File: config.mk
export PLATFORM = sky130hd
export DESIGN_NAME = dino_jump_ctrl
export DESIGN_NICKNAME = d
export VERILOG_FILES = /design/src/rtl/dino_jump_ctrl.sv
export SDC_FILE = /design/constraint.sdc
export NUM_CORES = 1
export LEC_CHECK = 0
export ABC_CLOCK_PERIOD_IN_PS = 3400
export BUFFER_PORTS_ARGS = -buffer_cell sky130_fd_sc_hd__buf_2
export CORE_ASPECT_RATIO = 0.8
export CORE_MARGIN = 4
export CORE_UTILIZATION = 45
export CTS_BUF_LIST = sky130_fd_sc_hd__clkbuf_8
export DETAILED_ROUTE_END_ITERATION = 8
export HOLD_SLACK_MARGIN = 0.1
export PLACE_DENSITY_LB_ADDON = 0.1
export SLEW_MARGIN = 20
export SYNTH_ARGS = -nofsm -noshare
export SYNTH_HDL_FRONTEND = slang
export SYNTH_SLANG_ARGS = --single-unit
File: constraint.sdc
create_clock -name i_clk -period 3.4 [get_ports i_clk]
set_clock_uncertainty 0.05 [all_clocks]
set_input_delay 0.51 -clock i_clk [delete_from_list [all_inputs] [get_ports i_clk]]
set_output_delay 0.51 -clock i_clk [all_outputs]
set_load 0.005 [all_outputs]
File: src/rtl/dino_jump_ctrl.sv
// Dino jump controller: turns a debounced press pulse into a per-frame
// integer-gravity trajectory, exposing height and sprite/collision flags.
module dino_jump_ctrl #(
  parameter int H_W     = 8,
  parameter int V_W     = 8,
  parameter int JUMP_V0 = 12,
  parameter int GRAVITY = 1,
  parameter int MAX_H   = 100
) (
  input  logic           i_clk,
  input  logic           i_rst,
  input  logic           i_frame_tick,
  input  logic           i_jump_pulse,
  input  logic           i_game_active,
  output logic [H_W-1:0] o_height,
  output logic           o_airborne,
  output logic           o_falling,
  output logic           o_jump_start,
  output logic           o_landed
);

  typedef enum logic [1:0] {GROUND, ARMED, RISING, FALLING} state_e;

  localparam int SW = H_W + 2;
  localparam logic signed [SW-1:0]  MAXH_S  = SW'(MAX_H);
  localparam logic [H_W-1:0]        H_START = H_W'((JUMP_V0 > MAX_H) ? MAX_H : JUMP_V0);
  localparam logic signed [V_W-1:0] V_START = V_W'(JUMP_V0 - GRAVITY);
  localparam logic signed [V_W:0]   GRAV_X  = (V_W+1)'(GRAVITY);
  localparam logic signed [V_W:0]   VMIN_X  = {2'b11, {(V_W-1){1'b0}}};

  state_e                state_q, state_d;
  logic [H_W-1:0]        height_q, height_d;
  logic signed [V_W-1:0] vel_q, vel_d;
  logic                  js_q, js_d, land_q, land_d;
  logic                  air_q, air_d, fall_q, fall_d;

  logic signed [SW-1:0]  sum;
  logic signed [V_W:0]   vel_dec;
  logic signed [V_W-1:0] vel_next;
  logic                  start;

  // Sum is formed wide enough that a negative velocity can never wrap it.
  assign sum      = $signed({2'b00, height_q}) + SW'(vel_q);
  assign vel_dec  = (V_W+1)'(vel_q) - GRAV_X;
  assign vel_next = (vel_dec < VMIN_X) ? VMIN_X[V_W-1:0] : vel_dec[V_W-1:0];
  assign start    = i_game_active && i_frame_tick &&
                    (((state_q == GROUND) && i_jump_pulse) || (state_q == ARMED));

  always_comb begin
    state_d  = state_q;
    height_d = height_q;
    vel_d    = vel_q;
    js_d     = 1'b0;
    land_d   = 1'b0;
    if (!i_game_active) begin
      if (state_q == ARMED) state_d = GROUND;
    end else if (start) begin
      state_d  = RISING;
      height_d = H_START;
      vel_d    = V_START;
      js_d     = 1'b1;
    end else begin
      case (state_q)
        GROUND: if (i_jump_pulse) state_d = ARMED;
        RISING, FALLING: begin
          if (i_frame_tick) begin
            if (sum[SW-1] || (sum == '0)) begin
              state_d  = GROUND;
              height_d = '0;
              vel_d    = '0;
              land_d   = 1'b1;
            end else if (sum > MAXH_S) begin
              state_d  = RISING;
              height_d = H_W'(MAX_H);
              vel_d    = '0;
            end else begin
              height_d = sum[H_W-1:0];
              vel_d    = vel_next;
              state_d  = vel_next[V_W-1] ? FALLING : RISING;
            end
          end
        end
        default: ;
      endcase
    end
    air_d  = (state_d == RISING) || (state_d == FALLING);
    fall_d = (state_d == FALLING);
  end

  always_ff @(posedge i_clk) begin
    if (i_rst) begin
      state_q  <= GROUND;
      height_q <= '0;
      vel_q    <= '0;
      js_q     <= 1'b0;
      land_q   <= 1'b0;
      air_q    <= 1'b0;
      fall_q   <= 1'b0;
    end else begin
      state_q  <= state_d;
      height_q <= height_d;
      vel_q    <= vel_d;
      js_q     <= js_d;
      land_q   <= land_d;
      air_q    <= air_d;
      fall_q   <= fall_d;
    end
  end

  assign o_height     = height_q;
  assign o_airborne   = air_q;
  assign o_falling    = fall_q;
  assign o_jump_start = js_q;
  assign o_landed     = land_q;

endmodule

==> flow_summary.toml <==
[status]
outcome = "finished, final reports clean"

[final_layout]
seqCellArea_sq_um = 440
multiInputGateArea_sq_um = 1010
nets = 217
layout-drive-gt1-share = 0.150
fillers = 294
final_util = 0.532
area_delta_synth_final_pct = 11.8
diodes = 0

[clock_network]
cts_resized = 0
cts_setup_buffers = 0
cts.sinks = 22
htreeDepth = 1
cts_tree = "yes"
clk_pin_slew_ps = 80
clock_latency_ps = 270
ctsHoldBuffers = 0
ctsLongestPathBuffers = 2
cts_root_buf = "clkbuf_8"
numCtsBuffers = 3

[setup_path]
reg2regPathDepth = 10
path_delay_family = "compound AO/OA/AOI/OAI gates"
arrival_ps = 3230
start_kind = "flip-flop"
slowest_stage = "dfxtp_1"
r2r-end = "vel_q[6]"
cp_data_required_time_ps = 3530
end_kind = "flip-flop"
worst-path-stages = 10
cp_num_buf_inv = 1
worstPathCellList = "ha_1 -> inv_1 -> fa_1 -> nand2b_1 -> a211oi_1 -> o21ai_0 -> mux2_4 -> a311oi_4 -> nand2_4 -> o41ai_2"
worstSetupStartpoint = "vel_q[0]"
reg2reg_from = "vel_q[0]"
critical_path_class = "flip-flop to flip-flop"
r2r_slack_ps = 300
cp_max_fo = 10
cpPeakStageDelay_ps = 410
cp-endpoint = "vel_q[6]"

[synth]
synth-edff-count = 0
async_flop_share = 0
synth_ff_type = "dfxtp_1"
synth_nets = 199
postSynthAreaPerCell_sq_um = 8.20
synthesis.area_sq_um = 1500
yosysUniqueCellTypes = 46
ys_seq_area_frac = 0.294
ys_seq_elements = 22
synth_top_area_frac = 0.294
synthTopCellsByCount = "22 x dfxtp_1, 17 x nor2_1, 16 x a21oi_1"
ys_top_cells_by_area = "dfxtp_1 29%, ha_1 8.3%, a21oi_1 5.3%"
yosysTopAreaCell = "dfxtp_1"
syn_inst = 183
yosysWarnings = 0
yosysMostFrequentCell = "dfxtp_1"

[timing]
rsz0062_at_grt = "false"
setup_viol = 0
tightestPinTransition_ps = 595
min_period_ps = 3100
hold_viol_final = 0
timing.fmax_mhz = 322
slew_headroom = 0.602
drv_slew = 0
post-route-period-util = 0.913
final.setup.tns_ps = 0

[floorplanning]
start_util = 0.476
rows = 18
coreArea_sq_um = 3150
die_w_um = 72.6
io_pins = 17
die_area_sq_um = 4330
chipHeight_um = 59.6

[min_path]
worstHoldPathType = "flip-flop to flip-flop"

[power_and_ir_drop]
finalPower_uw = 899
ir_drop_uv = 366
leakage_nw = 0.729
p_per_area_nw_per_um2 = 536

[routing]
routed_wl_mm = 3.94
ant_nets = 0
drtIter0Drc = 137
first_pass_iters = 4
avgViaCountPerCell = 5.98
drc_errors = 0
wl_per_cell_um = 16.4
vias = 1434

[place]
io_buffers = 16
place_congestion = 0.855
place_hpwl_mm = 3.04

[global_routing]
grt_use_total = 0.197
antenna_found_initial = 0
grt_pass1_wl_mm = 6.50
grt-ovfl-total = 0
grt_pass1_vias = 1292
grt_max_degree = 19

[flow_run]
cap_violations = 0
[where the power goes]
part / switching (mW) / internal, mW
Clock: 0.0920 / 0.103
Sequential: 0.0252 / 0.279
Combinational: 0.258 / 0.141
Total: 0.376 / 0.523
[registers in the layout (all words and copies together), names as in the netlist]
name and flops:
o_landed 1, o_height 8, o_jump_start 1, vel_q 8, state_q 2, o_falling 1, o_airborne 1
[layout by cell type, fill, tap and decap left out, types with 5 or more instances in the layout]
cell,n
a21oi_1,16
buf_2,16
dfxtp_1,22
ha_1,10
inv_1,9
nand2_1,15
nor2_1,17
nor3_1,12
o21ai_0,10
xnor2_1,5
[cell type report]
type | count | share of cell area
Sequential cell | 22 | 0.262
Inverter | 9 | 0.0201
Timing Repair Buffer | 17 | 0.0522
Tap cell | 40 | 0.0298
Multi-Input combinational cell | 148 | 0.603
Clock buffer | 4 | 0.0328
[cells by family after synthesis]
kind of cell / Yosys count / synth area share
fa+ha+maj: 11 / 0.0967
compound gates: 54 / 0.262
xor+xnor: 9 / 0.0525
flops: 22 / 0.294
mux: 3 / 0.0234
buf+inv: 13 / 0.0325
simple gates: 71 / 0.239
[worst min-delay path by stage]
| stage | start | end | slack, ps | cells after the start |
|---|---|---|---|---|
| CTS | o_height[0] | o_height[0] | 430 | 2 |
| global placement | o_height[0] | o_height[0] | 410 | 2 |
| finish | o_height[0] | o_height[0] | 430 | 2 |
| global route | o_height[0] | o_height[0] | 460 | 2 |
| floorplan | o_height[0] | o_height[0] | 420 | 2 |
| detailed placement | o_height[0] | o_height[0] | 420 | 2 |
[tightest hold or removal path: cells and delay by family, from the launching register on]
kind               cells  cell delay [ps]
AOI/OAI and AO/OA      1               50
DFF                    1              330
and+or+nand+nor        1               60
[metal layers]
layer | track usage | wire (um) | share of wire
met1 | 0.278 | 1950 | 0.50
met4 | 0.0579 | 51 | 0.013
met5 | 0 | 0 | 0
met2 | 0.293 | 1680 | 0.43
met3 | 0.0525 | 258 | 0.065
[per-stage QoR]
stage / worst slack, ps / cells / hold slack (ps) / instance area (sq um)
after global routing: 60.1 / 240 / 461 / 1680
final: 296 / 240 / 426 / 1680
after CTS: 316 / 240 / 430 / 1680
after global placement: 412 / 236 / 409 / 1620
after detailed placement: 336 / 236 / 418 / 1620
after floorplan: 602 / 183 / 415 / 1500
(Power assumes the default switching activity.)
